### src/rtl/shape_pkg.sv
// Shared definitions for the shape record writer and reader: field word
// indices, the read-tag format and the reader state encoding.
package shape_pkg;

    localparam int NFIELD = 5;

    typedef logic [2:0] field_idx_t;

    localparam field_idx_t F_TY     = 3'd0;
    localparam field_idx_t F_X      = 3'd1;
    localparam field_idx_t F_Y      = 3'd2;
    localparam field_idx_t F_SIZE   = 3'd3;
    localparam field_idx_t F_ROTATE = 3'd4;

    // One in-flight RAM read: which field register the returning word belongs to.
    typedef struct packed {
        logic       valid;
        field_idx_t idx;
    } tag_t;

    typedef enum logic [1:0] {
        S_IDLE,
        S_ISSUE,
        S_DRAIN
    } state_t;

endpackage

### src/rtl/shape_read_if.sv
// Read port of the shape RAM: the reader drives address/enable, the RAM
// returns data a fixed number of cycles later.
interface shape_read_if #(
    parameter int ADDRW = 20,
    parameter int DATAW = 12
);
    logic [ADDRW-1:0] ram_address;
    logic             ram_enable;
    logic [DATAW-1:0] ram_data;

    modport master (output ram_address, output ram_enable, input ram_data);
    modport slave  (input ram_address, input ram_enable, output ram_data);
endinterface

### src/rtl/shape_read_tag_pipe.sv
// Delays a read tag by exactly the RAM read latency so it lines up with the
// returning data word.
module shape_read_tag_pipe
    import shape_pkg::*;
#(
    parameter int DEPTH = 1
) (
    input  logic clk,
    input  logic rst,
    input  tag_t tag_in,
    output tag_t tag_out
);

    tag_t stage [DEPTH];

    always_ff @(posedge clk) begin
        if (rst) begin
            // NOTE: every stage is cleared so reads in flight at reset can never land in a field.
            for (int i = 0; i < DEPTH; i++) stage[i] <= '0;
        end else begin
            stage[0] <= tag_in;
            for (int i = 1; i < DEPTH; i++) stage[i] <= stage[i-1];
        end
    end

    assign tag_out = stage[DEPTH-1];

endmodule

### src/rtl/shape_read.sv
// Reads the five words of one shape record from shape RAM and presents them
// as registered fields, pulsing done once the whole record has arrived.
module shape_read
    import shape_pkg::*;
#(
    parameter int DATAB    = 3,
    parameter int CORDW    = 10,
    parameter int ADDRW    = 20,
    parameter int DATAW    = 12,
    parameter int NUMW     = DATAW,
    parameter int READ_LAT = 1
) (
    input  logic              clk,
    input  logic              rst,
    input  logic [NUMW-1:0]   id,
    input  logic              trigger,
    input  logic [ADDRW-1:0]  ram_address_offset,
    shape_read_if.master      ram,
    output logic              busy,
    output logic              done,
    output logic [DATAW-1:0]  ty,
    output logic [CORDW-1:0]  x,
    output logic [CORDW-1:0]  y,
    output logic [DATAW-1:0]  size,
    output logic [DATAW-1:0]  rotate
);

    state_t           state, state_next;
    field_idx_t       ptr, ptr_next;
    logic [ADDRW-1:0] base_q, base_next;
    logic [ADDRW-1:0] addr_next;
    logic             en_next;
    logic             done_next;
    tag_t             tag_out;

    always_comb begin
        // NOTE: every output of this block gets a default first, so no path can infer a latch.
        state_next = state;
        ptr_next   = ptr;
        base_next  = base_q;
        addr_next  = ram.ram_address;
        en_next    = 1'b0;
        done_next  = 1'b0;
        unique case (state)
            S_IDLE: begin
                if (trigger) begin
                    state_next = S_ISSUE;
                    ptr_next   = F_TY;
                    base_next  = (ADDRW'(id) << DATAB) + ram_address_offset;
                    addr_next  = base_next;
                    en_next    = 1'b1;
                end
            end
            S_ISSUE: begin
                if (ptr == F_ROTATE) begin
                    state_next = S_DRAIN;
                end else begin
                    ptr_next  = ptr + 1'b1;
                    addr_next = base_q + ADDRW'(ptr_next);
                    en_next   = 1'b1;
                end
            end
            S_DRAIN: begin
                if (tag_out.valid && tag_out.idx == F_ROTATE) begin
                    state_next = S_IDLE;
                    done_next  = 1'b1;
                end
            end
            default: state_next = S_IDLE;
        endcase
    end

    // NOTE: state and registered outputs use non-blocking assignments so all update together at the edge.
    always_ff @(posedge clk) begin
        if (rst) begin
            state           <= S_IDLE;
            ptr             <= F_TY;
            base_q          <= '0;
            ram.ram_address <= '0;
            ram.ram_enable  <= 1'b0;
            done            <= 1'b0;
        end else begin
            state           <= state_next;
            ptr             <= ptr_next;
            base_q          <= base_next;
            ram.ram_address <= addr_next;
            ram.ram_enable  <= en_next;
            done            <= done_next;
        end
    end

    assign busy = (state != S_IDLE);

    // ptr names the word whose address is on the bus this cycle.
    shape_read_tag_pipe #(.DEPTH(READ_LAT)) u_tag_pipe (
        .clk     (clk),
        .rst     (rst),
        .tag_in  ('{valid: ram.ram_enable, idx: ptr}),
        .tag_out (tag_out)
    );

    always_ff @(posedge clk) begin
        if (rst) begin
            ty     <= '0;
            x      <= '0;
            y      <= '0;
            size   <= '0;
            rotate <= '0;
        end else if (tag_out.valid) begin
            case (tag_out.idx)
                F_TY:     ty     <= ram.ram_data;
                F_X:      x      <= ram.ram_data[CORDW-1:0];
                F_Y:      y      <= ram.ram_data[CORDW-1:0];
                F_SIZE:   size   <= ram.ram_data;
                F_ROTATE: rotate <= ram.ram_data;
                default:  ;
            endcase
        end
    end

endmodule

### src/flat_wrapper.sv
// flat-port wrapper written by rule: the top's interface ports become plain ports
module shape_read_flat import shape_pkg::*;
#(
    parameter int DATAB    = 3,
    parameter int CORDW    = 10,
    parameter int ADDRW    = 20,
    parameter int DATAW    = 12,
    parameter int NUMW     = DATAW,
    parameter int READ_LAT = 1
)
  (clk, rst, id, trigger, ram_address_offset, busy, done, ty, x, y, size, rotate, ram_ram_address, ram_ram_enable, ram_ram_data);
  shape_read_if #(.ADDRW(ADDRW), .DATAW(DATAW)) ram_i ();
  input  logic clk;
  input  logic rst;
  input  logic [NUMW-1:0] id;
  input  logic trigger;
  input  logic [ADDRW-1:0] ram_address_offset;
  output logic busy;
  output logic done;
  output logic [DATAW-1:0] ty;
  output logic [CORDW-1:0] x;
  output logic [CORDW-1:0] y;
  output logic [DATAW-1:0] size;
  output logic [DATAW-1:0] rotate;
  output wire logic [$bits(ram_i.ram_address)-1:0] ram_ram_address;
  output wire logic [$bits(ram_i.ram_enable)-1:0] ram_ram_enable;
  input wire logic [$bits(ram_i.ram_data)-1:0] ram_ram_data;
  assign ram_ram_address = ram_i.ram_address;
  assign ram_ram_enable = ram_i.ram_enable;
  assign ram_i.ram_data = ram_ram_data;
  shape_read #(.DATAB(DATAB), .CORDW(CORDW), .ADDRW(ADDRW), .DATAW(DATAW), .NUMW(NUMW), .READ_LAT(READ_LAT)) u_core (.clk(clk), .rst(rst), .id(id), .trigger(trigger), .ram_address_offset(ram_address_offset), .ram(ram_i), .busy(busy), .done(done), .ty(ty), .x(x), .y(y), .size(size), .rotate(rotate));
endmodule
### config.mk
export PLATFORM = sky130hd
export DESIGN_NAME = shape_read_flat
export DESIGN_NICKNAME = d
export VERILOG_FILES = /design/src/rtl/shape_pkg.sv /design/src/rtl/shape_read_if.sv /design/src/rtl/shape_read_tag_pipe.sv /design/src/rtl/shape_read.sv /design/src/flat_wrapper.sv
export SDC_FILE = /design/constraint.sdc
export NUM_CORES = 1
export LEC_CHECK = 0
export ABC_AREA = 0
export CORE_UTILIZATION = 50
export CTS_CLUSTER_SIZE = 16
export DETAILED_ROUTE_END_ITERATION = 6
export DONT_BUFFER_PORTS = 1
export RECOVER_POWER = 25
export SYNTH_ARGS = -nofsm -noshare
export SYNTH_HDL_FRONTEND = slang
export SYNTH_SLANG_ARGS = --single-unit
### constraint.sdc
create_clock -name clk -period 3.81 [get_ports clk]
set_input_delay 0.762 -clock clk [delete_from_list [all_inputs] [get_ports clk]]
set_output_delay 0.762 -clock clk [all_outputs]
set_load 0.005 [all_outputs]
==> run summary, run 1 <==
Status: finished clean
Share of cells above drive strength 1: 5.27%
Final setup vio count: 0
Clock Pin Slew Worst Setup and Hold Paths: 0.10 ns
Vias in the first global route: 3782
Worst EP arrival: 2.95 ns
Core area: 9770 um2
Setup Fix Bufs, Post-CTS: 0
I/O pin cnt: 126
Int Pwr: 0.00162 W
Largest net degree at the start of global routing: 103
Cell Area, Synth: 5050 um2
Clk_skew: 0.00555 ns
Crit path kind: flip-flop to flip-flop
Fin nets: 668
# diodes: 0
Number of detailed-route iterations in the first pass: 4
Vias/cell: 5.69
Most frequent cells in the layout: nand2_1, dfxtp_1, a21oi_1
Peak supply drop: 0.000238 V
Period utilisation layout: 70.2%
Measured slew at the worst slew-check pin: 0.797 ns
Top FF cell, synth: dfxtp_1
Hold buffers post-CTS: 0
Final hold vios: 0
CTS sink count: 107
CTS resizes: 0
Met1 wire length: 5220 um
First-pass GRT wire length: 19400 um
Initial antenna violation count: 0
Rows: 36
Synthesized flop and latch total: 107
CP Data Required Time: 4.08 ns
Sw Pwr: 0.000595 W
# port buffers: 0
Max-slew headroom: 46.9%
Avg Cell Area, Syn: 8.11 um2
Initial DRC count: 182
Placer Congestion: 0.817
Clk Latency, worst-skew pair: 0.37 ns
Gate Count Post-Synth: 623
Met3 WL: 1080 um
Post-synthesis async set-or-reset flop share: 0%
CP Max Fanout: 8
Crit path time final: 2.67 ns
RSZ-0062 raised after global routing: no
CTS H-tree lvls: 3
Per-cell routed wire length: 16.9 um
Detailed Route WL: 12500 um
Sequential area share after synthesis: 42.4%
Hold Crit Class: primary input to flip-flop
Grt total ovfl: 0
Switching share of power: 26.8%
Fin. max-slew vios: 0
Worst Setup End Kind: flip-flop
CTS tree: yes
Die W: 103 um
Hold_ws: 0.454 ns
Mapped Nets: 689
Leading cell type in the layout, fill and taps excluded: nand2_1
Total CTS buffers: 9
Die Y: 103 um
Post-synthesis cell type count: 63
Final ANT Viol Nets: 0
Reg power frac: 54.8%
Vias: 4210
Peak Freq: 374 MHz
Met2 wire len: 6010 um
Synthesis-to-layout area growth: 4.41%
Total negative setup slack: 0 ns
Max cap viols: 0
Synth warn: 0
Pwr dens: 421 nW/um2
Hpwl dp: 8820 um
GR Util All Layers: 24.1%
EDFF count, synth: 0
Top layer in use: met4
DRC: 0
Buffer depth of the longest clock path: 2
Root Driver: clkbuf_8
Clock power frac: 32.8%
Starting Density: 51.7%
Leakage: 1.91 nW
Crit start category: flip-flop
Logic pwr share: 12.4%
DIE AREA: 10500 um2
[power groups by stage]
stage | clock network (W) | logic [W] | registers [W]
after CTS | 0.000747 | 0.000276 | 0.00122
after global placement | 0 | 0.000269 | 0.00124
final | 0.000728 | 0.000275 | 0.00122
after detailed placement | 0 | 0.000274 | 0.00124
after floorplan | 0 | 0.000243 | 0.00123
after global routing | 0.000803 | 0.000310 | 0.00123
[state kept, by name, summed over array words and instances (netlist names)]
name                     flops
u_core.ram.ram_enable        1
u_core.y                    10
u_core.x                    10
u_core.ram.ram_address      20
u_core.ty                   12
u_core.rotate               12
u_core.ptr                   3
u_core.size                 12
u_core.done                  1
u_core.base_q               20
u_core.u_tag_pipe.stage      4
u_core.state                 2
[path summary, 6_finish.rpt]
check,start,end,slack (ns),depth (start not counted)
worst max register to register,u_core.ptr[0],u_core.ram.ram_address[11],1.14,9
worst min register to register,u_core.base_q[0],u_core.base_q[0],0.47,2
worst min-delay path,rst,u_core.ty[3],0.45,1
worst max-delay path,u_core.ptr[0],u_core.ram.ram_address[11],1.14,9
[metal layers]
| metal | track usage, % | vias up |
|---|---|---|
| li1 | - | 2114 |
| met1 | 28.7 | 1940 |
| met2 | 41.7 | 141 |
| met3 | 6.44 | 15 |
| met4 | 8.57 | 0 |
| met5 | 0 | - |
[synth_stat cells, drive strengths merged, types with 5 or more instances]
cell type,count,area share (%)
xor2,20,3.5
nor2,33,2.5
and3,5,0.64
a21o,9,1.4
a21oi,86,8.6
o21ai,19,1.9
nor3,7,0.69
nor2b,8,0.99
dfxtp,107,42
nand3,12,1.2
ha,17,4.2
xnor2,10,1.7
a211oi,13,2.0
buf,8,1.3
nand2,176,13
o211ai,7,1.1
clkbuf,27,2.2
[layout make-up]
| cell class | count | area [um2] |
|---|---|---|
| Timing Repair Buffer | 3 | 22.5 |
| Inverter | 3 | 11.3 |
| Tap cell | 133 | 166 |
| Clock buffer | 11 | 151 |
| Sequential cell | 107 | 2140 |
| Fill cell | 956 | 4500 |
| Clock inverter | 5 | 60.1 |
| Multi-Input combinational cell | 478 | 2720 |
[logic make-up (layout without fill, tap and decap cells)]
family,after synthesis,count (layout),share of synthesized area [%]
adder cells (fa/ha/maj),19,19,5.00
XOR/XNOR,30,30,5.20
flip-flops,107,107,42.4
buffers and inverters,38,22,3.74
AND/OR/NAND/NOR,270,270,23.4
AO/OA/AOI/OAI,159,159,20.2
[through the flow]
step | power, W | setup WS, ns | area [um2] | std cells | util, %
after detailed placement | 0.00152 | 0.900 | 5070 | 724 | 51.8
after global placement | 0.00151 | 0.957 | 5070 | 724 | 51.8
after CTS | 0.00224 | 1.12 | 5280 | 740 | 54.0
after global routing | 0.00234 | 0.886 | 5280 | 740 | 54.0
final | 0.00222 | 1.14 | 5280 | 740 | 54.0
after floorplan | 0.00147 | 1.10 | 5050 | 623 | -
[critical path: stages (launching register included)]
cell and delay (ns):
dfxtp_1 0.39, inv_1 0.10, ha_1 0.35, ha_1 0.29, a21o_1 0.15, a21oi_1 0.59, nor2_1 0.15, xnor2_1 0.18
nand2_1 0.08, a32o_1 0.29
No activity file was read; power rests on OpenSTA's default activity.
==> inputs of run 2 (changes only) <==
==> constraint.sdc (replaced) <==
create_clock -name clk -period 2.8 [get_ports clk]
set_input_delay 0.56 -clock clk [delete_from_list [all_inputs] [get_ports clk]]
set_output_delay 0.56 -clock clk [all_outputs]
set_load 0.005 [all_outputs]
==> run 2 against run 1 <==
Net effect: hold slack worse by 0.20 ns; combinational power up 37%; worst setup slack worse by 0.78 ns; clock power up 16%; flip-flop and latch count unchanged; global-route usage down 0.32 points; critical path depth down 1; first-iteration DRC count down 16%; routed wire length down 0.59%; register-to-register slack worse by 0.68 ns; utilization down 0.27 points; critical endpoint unchanged.
==> run summary, run 2 (synthesized netlist as in run 1, its figures left out) <==
Status: finished clean
RSZ-0062 raised after global routing: no
CTS H-tree lvls: 3
Dpl cell area: 5080 um2
Buffer depth of the longest clock path: 2
Number of detailed-route iterations in the first pass: 5
Core area: 9770 um2
Crit path time final: 2.44 ns
Root Driver: clkbuf_8
Placer Congestion: 0.805
Worst-case reg-to-reg path depth: 10
Clk Latency, worst-skew pair: 0.37 ns
Fill count: 969
Share of cells above drive strength 1: 5.42%
Vias/cell: 5.67
Hold Crit Depth: 1
CTS resizes: 0
Post-route cell area: 5250 um2
Rows: 36
Worst Setup End Kind: flip-flop
Top Registers: u_core.base_q: 20 flops, u_core.ram.ram_address: 20 flops
Final hold vios: 0
Fin nets: 670
Largest net degree at the start of global routing: 103
Max-slew headroom: 47.5%
Hpwl dp: 8780 um
Hold_sp: rst
Leakage: 1.90 nW
Hold Crit Class: primary input to flip-flop
Period utilisation layout: 87.2%
Final ANT Viol Nets: 0
Starting Density: 51.7%
Reg2reg end: u_core.ram.ram_address[19]
DRC: 0
CP Data Required Time: 3.07 ns
Clock Pin Slew Worst Setup and Hold Paths: 0.10 ns
CP Max Fanout: 4
# diodes: 0
I/O pin cnt: 126
Most frequent cells in the layout: nand2_1, dfxtp_1, a21oi_1
Pwr dens: 548 nW/um2
Worst EP arrival: 2.71 ns
Vias in the first global route: 3773
First-pass GRT wire length: 19100 um
Peak Freq: 409 MHz
Synthesis-to-layout area growth: 3.89%
Leading cell type in the layout, fill and taps excluded: nand2_1
Reg2Reg Setup Slack: 0.46 ns
Total negative setup slack: 0 ns
Grt total ovfl: 0
Total CTS buffers: 9
# port buffers: 0
Crit start category: primary input
CTS sink count: 107
Crit path kind: primary input to flip-flop
Fin. max-slew vios: 0
Die Y: 103 um
Hold worst-path end: u_core.ty[3]
Per-cell routed wire length: 16.7 um
Vias: 4210
R2R Path Start: u_core.ptr[0]
Measured slew at the worst slew-check pin: 0.788 ns
Clk_skew: 0.00633 ns
Final setup vio count: 0
Hold buffers post-CTS: 0
Peak supply drop: 0.000205 V
Max cap viols: 0
DIE AREA: 10500 um2
Setup Fix Bufs, Post-CTS: 0
Detailed Route WL: 12400 um
Initial DRC count: 153
GR Util All Layers: 23.8%
Initial antenna violation count: 0
CTS tree: yes
Die W: 103 um
run 2: changes by cell type in the layout (fill, tap and decap cells not counted), sizes merged:
cell	change
buf	+2
clkinvlp	+1
bufinv	-1
clkinv	+2
clkbuf	-1
inv	-1
run 2: report_power, final:
group | internal, W | switching [W]
Combinational | 0.000155 | 0.000221
Clock | 0.000324 | 0.000520
Sequential | 0.00159 | 0.0000655
Total | 0.00207 | 0.000807
run 2: cell type report:
cell class                      count  area [um2]  share of cell area [%]
Timing Repair Buffer                5        37.5                   0.715
Clock buffer                       10         128                    2.43
Sequential cell                   107        2140                    40.8
Clock inverter                      6        42.5                   0.810
Tap cell                          133         166                    3.17
Inverter                            3        11.3                   0.214
Multi-Input combinational cell    478        2720                    51.9
run 2: stage by stage:
step | power (W) | setup WS, ns | hold slack [ns] | cells | util (%)
after global placement | 0.00206 | 0.0962 | 0.449 | 726 | 52.0
final | 0.00288 | 0.358 | 0.254 | 742 | 53.7
after CTS | 0.00291 | 0.364 | 0.235 | 742 | 53.7
after global routing | 0.00303 | 0.250 | 0.227 | 742 | 53.7
after detailed placement | 0.00207 | 0.0232 | 0.454 | 726 | 52.0
after floorplan | 0.00200 | 0.295 | 0.441 | 623 | -
run 2: worst max-delay path by stage:
stage	start	to	slack (ns)	cells after the start
after floorplan	id[0]	u_core.ram.ram_address[17]	0.30	8
after global routing	id[0]	u_core.ram.ram_address[11]	0.25	8
after global placement	id[0]	u_core.ram.ram_address[11]	0.1	8
final	id[0]	u_core.ram.ram_address[11]	0.36	8
after CTS	id[0]	u_core.ram.ram_address[11]	0.36	8
after detailed placement	id[0]	u_core.ram.ram_address[11]	0.02	8
run 2: critical path: stages:
cell and delay, ns:
ha_1 0.20, fa_1 0.42, a21o_1 0.24, a221oi_4 0.37
o21a_1 0.22, xor2_1 0.29, nand2_1 0.11, a32o_1 0.28
run 2: metal layers:
layer  up-vias  track usage, %  wire, um
met4         0            8.35       163
met1      1939            28.8      5150
met2       145            40.4      6030
met5         -               0         0
li1       2114               -         -
met3        12            6.51      1060
==> inputs of run 3 (changes only) <==
--- a/config.mk
+++ b/config.mk
@@ -7,7 +7,7 @@
 export LEC_CHECK = 0
 export ABC_AREA = 0
 export CORE_UTILIZATION = 50
-export CTS_CLUSTER_SIZE = 16
+export CTS_CLUSTER_SIZE = 25
 export DETAILED_ROUTE_END_ITERATION = 6
 export DONT_BUFFER_PORTS = 1
 export RECOVER_POWER = 25
==> results of run 3 <==
Final layout, timing and power as in run 2 (identical DEF).
